`config.mk`:
```
export PLATFORM = sky130hd
export DESIGN_NAME = imem_fetch_ctrl
export DESIGN_NICKNAME = d
export VERILOG_FILES = /design/src/rtl/imem_fetch_ctrl.sv
export SDC_FILE = /design/constraint.sdc
export NUM_CORES = 1
export LEC_CHECK = 0
export BUFFER_PORTS_ARGS = -buffer_cell sky130_fd_sc_hd__buf_2
export CORE_UTILIZATION = 55
export CTS_BUF_LIST = sky130_fd_sc_hd__clkbuf_16
export CTS_CLUSTER_DIAMETER = 150
export DETAILED_ROUTE_END_ITERATION = 8
export PLACE_DENSITY = 0.84
export SYNTH_ARGS = -nofsm -noshare
export SYNTH_HDL_FRONTEND = slang
export SYNTH_SLANG_ARGS = --single-unit
```
`constraint.sdc`:
```
create_clock -name clk -period 5.7 [get_ports clk]
set_clock_uncertainty 0.2 [all_clocks]
set_input_delay 1.14 -clock clk [delete_from_list [all_inputs] [get_ports clk]]
set_output_delay 1.14 -clock clk [all_outputs]
set_load 0.1 [all_outputs]
```
`src/rtl/imem_fetch_ctrl.sv`:
```
// Instruction fetch sequencer: boots from the reset vector and assembles 1/2-byte
// instructions from an async-read byte memory. Also handles redirects and one vectored interrupt.
module imem_fetch_ctrl #(
  parameter logic [7:0] RST_VEC_ADDR = 8'h00,
  parameter logic [7:0] INT_VEC_ADDR = 8'h01,
  parameter logic [3:0] IMM_OPCODE   = 4'hC
) (
  input  logic       clk,
  input  logic       rst,
  output logic [7:0] imem_addr,
  input  logic [7:0] imem_data,
  output logic       ir_valid,
  input  logic       ir_ready,
  output logic [7:0] ir_opcode,
  output logic [7:0] ir_imm,
  output logic       ir_has_imm,
  output logic [7:0] ir_pc,
  input  logic       redir_valid,
  input  logic [7:0] redir_addr,
  input  logic       intr,
  input  logic       int_en,
  output logic       int_ack,
  output logic [7:0] ret_pc
);

  typedef enum logic [2:0] {
    VEC_RST,
    FETCH_OP,
    FETCH_IMM,
    HOLD,
    VEC_INT
  } state_t;

  state_t     state_reg;
  logic [7:0] pc_reg;
  logic       int_pend_reg;

  always_comb begin
    case (state_reg)
      VEC_RST: imem_addr = RST_VEC_ADDR;
      VEC_INT: imem_addr = INT_VEC_ADDR;
      default: imem_addr = pc_reg;
    endcase
  end

  // A redirect arriving in the vector cycle suppresses the acknowledge; the
  // interrupt stays pending and is taken at the next instruction boundary.
  assign int_ack = (state_reg == VEC_INT) && !redir_valid;

  always_ff @(posedge clk or posedge rst) begin
    if (rst) begin
      state_reg    <= VEC_RST;
      pc_reg       <= 8'h00;
      int_pend_reg <= 1'b0;
      ir_valid     <= 1'b0;
      ir_opcode    <= 8'h00;
      ir_imm       <= 8'h00;
      ir_has_imm   <= 1'b0;
      ir_pc        <= 8'h00;
      ret_pc       <= 8'h00;
    end else begin
      if (intr && int_en && state_reg != VEC_RST && state_reg != VEC_INT)
        int_pend_reg <= 1'b1;

      if (state_reg != VEC_RST && redir_valid) begin
        pc_reg     <= redir_addr;
        ir_valid   <= 1'b0;
        ir_has_imm <= 1'b0;
        state_reg  <= FETCH_OP;
      end else begin
        case (state_reg)
          VEC_RST: begin
            pc_reg    <= imem_data;
            state_reg <= FETCH_OP;
          end
          FETCH_OP: begin
            if (int_pend_reg) begin
              ret_pc    <= pc_reg;
              state_reg <= VEC_INT;
            end else begin
              ir_opcode <= imem_data;
              ir_pc     <= pc_reg;
              pc_reg    <= pc_reg + 8'd1;
              if (imem_data[7:4] == IMM_OPCODE) begin
                ir_has_imm <= 1'b1;
                state_reg  <= FETCH_IMM;
              end else begin
                ir_imm     <= 8'h00;
                ir_has_imm <= 1'b0;
                ir_valid   <= 1'b1;
                state_reg  <= HOLD;
              end
            end
          end
          FETCH_IMM: begin
            ir_imm    <= imem_data;
            pc_reg    <= pc_reg + 8'd1;
            ir_valid  <= 1'b1;
            state_reg <= HOLD;
          end
          HOLD: begin
            if (ir_ready) begin
              ir_valid  <= 1'b0;
              state_reg <= FETCH_OP;
            end
          end
          VEC_INT: begin
            pc_reg       <= imem_data;
            int_pend_reg <= 1'b0;
            state_reg    <= FETCH_OP;
          end
          default: state_reg <= VEC_RST;
        endcase
      end
    end
  end

endmodule

```
==> flow_summary.ini, run 1 <==
[final_layout]
fin_cells = 332
n_antenna_cell = 0
syn2layout_area_growth_pct = 21.9
layout-drive-gt1-share_pct = 35.8
fill_cells = 321
regArea_mm2 = 0.00115
final_nets = 304
design_area_mm2 = 0.00278
multiInputGateArea_mm2 = 0.00104

[timing]
report.final.slew_viol_count = 0
worst_slew_pin_slew_ps = 927
slew_headroom_pct = 38.1
finalCritPeriodShare_pct = 59.6
setup_tns_ps = 0
fin_crit_ps = 3400
max_freq_mhz = 294
hold_violations = 0
rsz0062_at_grt = false
setup-violations-final = 0

[clock_network]
cts_tree = done
htree_levels = 2
cts_resized = 0
cts.sinks = 46
clk_path_buf_depth = 2
cts_root_buffer = clkbuf_16
worstSkewPairLatency_ps = 290
ctsHoldBuffers = 0
cts.reportedPaths.clkPinSlew_ps = 60
post_cts_buffers = 0
cts-buffers-inserted = 5

[floorplan]
initial_core_util_pct = 56.9
num_rows = 23
dieHeight_um = 66.3
boundaryPins = 65
die_x_um = 66.3
die_area_mm2 = 0.00440
fp.coreArea_mm2 = 0.00400

[logic_synthesis]
netlist_area_mm2 = 0.00228
ys.flop_type = dfrtp_1
syn_inst = 223
synth_fp_nets = 246
synth-edff-count = 0
ys_types = 40
yosysWarnings = 0
syn_avg_cell_area_um2 = 10.2
synthArstFlopShare_pct = 100
seq_area_frac_synth_pct = 50.5
ys_ff_latch = 46

[worst_setup_path]
path_common_cell = buf_2
crit_buf_inv = 2
crit_path_max_fanout = 14
start_kind = input port
worstReg2RegStart = state_reg[2]
end_kind = output pin
crit_family = buffers and inverters
cpPeakStageDelay_ps = 430
arrival_ps = 2060
timing.rr.end = ir_opcode[1]
crit_chain = buf_2 -> nand2b_1 -> nor2_1 -> buf_2
r2r_setup_slack_ps = 3480
worst_path_max_delay_cell = buf_2
criticalPathCategory = in -> out
r2r_cells = 3
worstPathRequired_ps = 4360

[grt]
antenna_found_initial = 0
grt_pass1_wl_um = 8100
grt_max_degree = 47
first_global_vias = 1673
grt_usage_pct = 25.4
grt_overflow = 0

[route]
via_per_inst = 5.62
wl_per_cell_um = 15.2
drt_iter0_drc = 142
ant_nets = 0
drc = 0
dr.pass1.iters = 4
drt_wl_total_um = 5060
vias = 1865

[outcome]
status = complete, no violations

[hold_path]
min_from = ret_pc[7]
hold_path.class = reg -> reg
hold-path-cell-count = 2
holdPathEnd = ret_pc[7]

[job]
drv_cap = 0

[placement]
post-place-cells = 324
place_congestion = 0.799
dpl.hpwl_um = 3330
port_buffers = 64
place_area_mm2 = 0.00258
==> layout by cell type, fill, tap and decap left out, types with 2 or more instances in the layout <==
master     Yosys  routed
and2_1         6       6
o21ai_0       23      23
nand2_1       38      38
nand3_1        4       4
nor2_1        16      16
mux2_4         8       8
inv_1          4       3
and3_1         3       3
buf_2          4      64
nor3_1         5       4
xor2_1         2       2
a22oi_1        2       2
clkbuf_16      0       5
or2_2          2       2
a211oi_1       4       4
a21oi_1       14      14
dfrtp_1       46      46
mux2_2        13      13
bufinv_16      0       2
==> worst reg2reg max path, delay by kind of cell, from the launching register on <==
family	cells	cell delay [ps]
simple gates	2	1000
flops	1	530
mux	1	390
==> kinds of logic after synthesis <==
| logic type | synth area share, % |
|---|---|
| multiplexers | 12.1 |
| flip-flops | 50.5 |
| buffers and inverters | 4.07 |
| adder cells (fa/ha/maj) | 0.549 |
| XOR/XNOR | 1.15 |
| AO/OA/AOI/OAI | 12.9 |
| AND/OR/NAND/NOR | 18.6 |
==> area by class of cell <==
cell class | instances | area share [%]
well taps | 50 | 2.25
repair buffers | 64 | 11.5
flip-flops and latches | 46 | 41.5
multi-input cells | 160 | 37.4
inverters | 4 | 0.541
clock inverters | 3 | 2.30
clock buffers | 5 | 4.51
==> how the worst max path moves through the flow <==
stage / slack (ps) / end / cells after the start / start
after floorplan: 1620 / int_ack / 3 / redir_valid
after global placement: 2320 / int_ack / 4 / redir_valid
after detailed placement: 2310 / int_ack / 4 / redir_valid
after CTS: 2300 / int_ack / 4 / redir_valid
after global routing: 2250 / int_ack / 4 / redir_valid
final: 2300 / int_ack / 4 / redir_valid
==> through the flow <==
step / hold slack (ps) / util [%] / setup slack [ps]
global placement: 259 / 64.6 / 2320
floorplan: 271 / - / 1620
global route: 312 / 69.4 / 2250
CTS: 282 / 69.3 / 2300
detailed placement: 266 / 64.6 / 2310
finish: 286 / 69.4 / 2300
==> layer usage <==
| metal | track usage [%] | vias to the layer above | wire (um) |
|---|---|---|---|
| met5 | 0 | - | 0 |
| met4 | 10.9 | 0 | 75 |
| met3 | 6.55 | 8 | 280 |
| met2 | 38.0 | 61 | 2490 |
| met1 | 34.5 | 897 | 2210 |
| li1 | - | 899 | - |
==> synth_stat cells (all sizes together), types with 2 or more instances <==
cell | number | area (um^2)
a22oi | 2 | 15.0
nor3 | 6 | 41.3
a21oi | 14 | 70.1
inv | 4 | 15.0
or2 | 2 | 12.5
nor2 | 17 | 80.1
nand2 | 38 | 143
xor2 | 2 | 17.5
o21ai | 23 | 115
a211oi | 4 | 30.0
clkbuf | 7 | 26.3
mux2 | 21 | 267
and2 | 6 | 37.5
buf | 6 | 51.3
nand3 | 4 | 20.0
dfrtp | 46 | 1150
and3 | 3 | 18.8
Power of run 1 is left out: the tool's default activity adds up to more than one toggle a clock period on the data nets, which glitch-free logic cannot reach.
==> run 2: changes to the inputs <==
Settings changed: ABC_AREA from default to 1, CORE_UTILIZATION 55 to 46, PLACE_DENSITY 0.84 to 0.75.
Clock period 5.7 ns to 3 ns, I/O delays scaled along.
==> run 2 against run 1 <==
  * Wire length rose by 4.0%
  * The flow now finishes with violations (DRC)
  * Hold slack worse by 21 ps
  * Critical path depth up 2
  * First-iteration DRC count grew 35%
  * Global-route usage decreased by 3.1 points
  * Synthesized area shrank 3.1%
==> flow_summary.ini, run 2 <==
[clock_network]
cts_resized = 0
worstSkewPairLatency_ps = 280
cts.sinks = 46
cts-buffers-inserted = 5
htree_levels = 2
cts_root_buffer = clkbuf_16
ctsHoldBuffers = 0
clk_path_buf_depth = 2
cts_tree = done
cts.reportedPaths.clkPinSlew_ps = 60
post_cts_buffers = 0

[worst_setup_path]
criticalPathCategory = reg -> out
cpPeakStageDelay_ps = 430
worstReg2RegStart = state_reg[0]
crit_chain = nor2_2 -> inv_1 -> nor2_1 -> inv_1 -> nor2_1 -> buf_12
worstPathRequired_ps = 2200
crit_path_max_fanout = 8
end_kind = output pin
r2r_cells = 8
timing.rr.end = pc_reg[0]
start_kind = register
worst_path_max_delay_cell = dfrtp_1
arrival_ps = 1800
r2r_setup_slack_ps = 890

[grt]
grtUsageMet3_pct = 5.06
grt-busiest-layer = met2
use_met1_pct = 30.6
grt_pass1_wl_um = 8760
antenna_found_initial = 0
grt_max_degree = 47
grt_overflow = 0
first_global_vias = 1834
grt_usage_pct = 22.2
use_met2_pct = 36.0

[final_layout]
layout-drive-gt1-share_pct = 25.7
fin_cells = 395
final_util_pct = 61.3
n_antenna_cell = 0
final_nets = 365
final_common_cell = nand2_1
design_area_mm2 = 0.00274
final_cell_mix = nand2_1, buf_2, dfrtp_1
syn2layout_area_growth_pct = 24.3

[logic_synthesis]
yosysMostFrequentCell = nand2_1
ys.flop_type = dfrtp_1
syn_avg_cell_area_um2 = 7.96
yosys.area.top_type = dfrtp_1
synth.top_cell.area_share_pct = 52.2
syn_inst = 277
synthTopCellsByArea = dfrtp_1, nand2_1, nand3_1
synth_fp_nets = 300
netlist_area_mm2 = 0.00221
synthTopCellsByCount = nand2_1, dfrtp_1, nor2_1
yosysWarnings = 0
synthArstFlopShare_pct = 100
ys_ff_latch = 46
ys_types = 26
synth-edff-count = 0
seq_area_frac_synth_pct = 52.2

[route]
drt_iter0_drc = 191
drt_wl_total_um = 5260
dr.pass1.iters = 6
via_per_inst = 5.09
drc = 4
ant_nets = 0
vias = 2010
wl_per_cell_um = 13.3

[floorplan]
dieHeight_um = 71.3
num_rows = 24
boundaryPins = 65
fp.coreArea_mm2 = 0.00447
die_area_mm2 = 0.00508
die_x_um = 71.3
initial_core_util_pct = 49.3

[hold_path]
min_from = ir_imm[0]
hold_path.class = reg -> reg
hold-path-cell-count = 2
holdPathEnd = ir_imm[0]

[timing]
hold_violations = 0
rsz0062_at_grt = false
finalCritPeriodShare_pct = 86.6
setup_tns_ps = 0
setup-violations-final = 0
slew_headroom_pct = 37.0
worst_slew_pin_slew_ps = 943
max_freq_mhz = 385
fin_crit_ps = 2600
report.final.slew_viol_count = 0

[placement]
post-place-cells = 387
place_area_mm2 = 0.00257
port_buffers = 64
dpl.hpwl_um = 3790
place_congestion = 0.852

[outcome]
status = finished with violations
violations = DRC

[job]
drv_cap = 0
[run 2: cell types whose count changed in the layout (fill, tap and decap cells not counted), sizes merged, moves of 4 or more]
cell    previous run  this run
nand2             38       100
inv                4        28
mux2              21         0
nand3              4        21
o21ai             23        33
a21oi             14         6
nor2              17        25
and2               6         0
a211oi             4         0
[run 2: layout make-up]
class                           count  area (um^2)
Clock inverter                      3         43.8
Inverter                           27          101
Fill cell                         406         1730
Sequential cell                    46         1150
Timing Repair Buffer               66          365
Tap cell                           52         65.1
Clock buffer                        5          125
Multi-Input combinational cell    196          891
[run 2: critical path, delay by kind of cell, from the launching register on]
family	cells	cell delay, ps
buf+inv	3	480
flops	1	430
simple gates	3	610
[run 2: layer usage]
metal  share of wire [%]  wire length [um]
met1                  47              2450
met2                  47              2470
met3                 5.4               283
met4                 1.0                54
met5                   0                 0
[run 2: metrics by stage]
stage               worst slack, ps  hold WS [ps]
CTS                             378           271
detailed placement              697           256
finish                          402           265
global route                    238           298
floorplan                      55.7           249
global placement                737           250
[run 2: cell families (layout without fill, tap and decap cells)]
| logic type | after synthesis | in the layout | synth area share, % |
|---|---|---|---|
| compound gates | 41 | 41 | 9.76 |
| fa+ha+maj | 1 | 1 | 0.567 |
| buf+inv | 35 | 101 | 7.43 |
| flops | 46 | 46 | 52.2 |
| simple gates | 154 | 154 | 30.1 |
[run 2: worst max path at each step]
stage,start,endpoint,cells past startpoint
floorplan,state_reg[0],imem_addr[0],4
global placement,state_reg[0],int_ack,6
detailed placement,state_reg[0],int_ack,6
CTS,state_reg[0],int_ack,6
global route,state_reg[0],int_ack,6
finish,state_reg[0],int_ack,6
Power of run 2 is left out for the same reason.
==> run 3: changes to the inputs <==
Settings changed: MAX_ROUTING_LAYER from default to met4, REMOVE_ABC_BUFFERS from default to 1.
==> run 3 against run 2 <==
  * Critical endpoint unchanged
  * Sequential share of layout area increased by 0.41 points
  * Sequential cell count unchanged
  * Final cell count unchanged
  * Setup slack improved by 40 ps
  * Utilization decreased by 0.59 points
  * Hold slack got worse by 17 ps
  * Die area unchanged
  * The flow still finishes with violations (DRC)
  * Via count increased by 1.4%
==> flow_summary.ini, run 3 (synthesis results as in run 2) <==
[grt]
grt_max_degree = 47
grt_usage_pct = 22.9
grt_pass1_wl_um = 8760
first_global_vias = 1953
antenna_found_initial = 0
grt_overflow = 0

[floorplan]
fp.coreArea_mm2 = 0.00447
initial_core_util_pct = 49.3
die_area_mm2 = 0.00508
boundaryPins = 65
num_rows = 24
dieHeight_um = 71.3
die_x_um = 71.3

[placement]
dpl.hpwl_um = 3800
post-place-cells = 388
port_buffers = 64
place_congestion = 0.879

[clock_network]
cts_tree = done
post_cts_buffers = 0
cts.sinks = 46
cts-buffers-inserted = 5
worstSkewPairLatency_ps = 280
clk_path_buf_depth = 2
cts_resized = 0
cts.reportedPaths.clkPinSlew_ps = 60
cts_root_buffer = clkbuf_16
htree_levels = 2
ctsHoldBuffers = 0

[route]
drt_iter0_drc = 128
ant_nets = 0
drt_wl_total_um = 5190
dr.pass1.iters = 6
vias = 2039
via_per_inst = 5.16
wl_per_cell_um = 13.1
drc = 4

[final_layout]
final_nets = 366
n_antenna_cell = 0
fin_cells = 395
final_common_cell = nand2_1
syn2layout_area_growth_pct = 23.1
final_cell_mix = nand2_1, buf_2, dfrtp_1
layout-drive-gt1-share_pct = 25.4

[timing]
slew_headroom_pct = 51.8
worst_slew_pin_slew_ps = 721
hold_violations = 0
fin_crit_ps = 2560
finalCritPeriodShare_pct = 85.3
report.final.slew_viol_count = 0
rsz0062_at_grt = false
setup-violations-final = 0
max_freq_mhz = 391

[worst_setup_path]
criticalPathCategory = reg -> out
worstPathRequired_ps = 2200
end_kind = output pin
crit_path_max_fanout = 8
arrival_ps = 1760
start_kind = register

[outcome]
violations = DRC
status = finished with violations

[job]
drv_cap = 0

[hold_path]
hold_path.class = in -> async
-- run 3: cell types whose count changed in the layout (fill, tap and decap cells not counted), sizes merged --
| cell | previous run | this run |
|---|---|---|
| buf | 66 | 67 |
| bufinv | 1 | 0 |
| clkinv | 1 | 3 |
| inv | 28 | 26 |
-- run 3: path summary, 6_finish.rpt --
path                              start    endpoint  slack, ps  cells after the start
max                        state_reg[0]     int_ack        440                      6
min                                 rst   ir_imm[4]        250                      3
max reg2reg                state_reg[0]   pc_reg[0]        720                      9
min reg2reg                   ir_imm[0]   ir_imm[0]        270                      2
max in group asynchronous           rst  ir_has_imm       1940                      3
min in group clk              ir_imm[0]   ir_imm[0]        270                      2
-- run 3: per-layer routing --
metal,part of all wire (%),vias to the layer above,GRT usage [%]
li1,-,1017,-
met1,46,967,29.2
met3,3.1,7,3.23
met5,0,-,-
met4,1.3,0,6.67
met2,50,48,38.2
-- run 3: area by class of cell --
cell class	count	area, um^2
Fill cell	406	1760
Sequential cell	46	1150
Multi-Input combinational cell	196	891
Timing Repair Buffer	67	373
Clock buffer	5	125
Inverter	27	101
Tap cell	52	65.1
Clock inverter	2	10.0
-- run 3: worst max-delay path, cell delays in order, from the launching register on --
cell,delay (ps)
dfrtp_1,440
nor2_2,220
inv_1,190
nor2_1,130
inv_1,60
nor2_1,210
buf_12,210
-- run 3: metrics by stage --
stage | setup WS, ps | TNS [ps] | hold slack, ps | area, um^2 | utilization [%]
floorplan | -489 | -895 | 249 | 2140 | -
global placement | 834 | 0 | 249 | 2580 | 57.7
detailed placement | 732 | 0 | 256 | 2580 | 57.7
CTS | 454 | 0 | 271 | 2720 | 60.7
global route | 306 | 0 | 288 | 2720 | 60.7
finish | 442 | 0 | 248 | 2720 | 60.7
Power of run 3 is left out for the same reason.
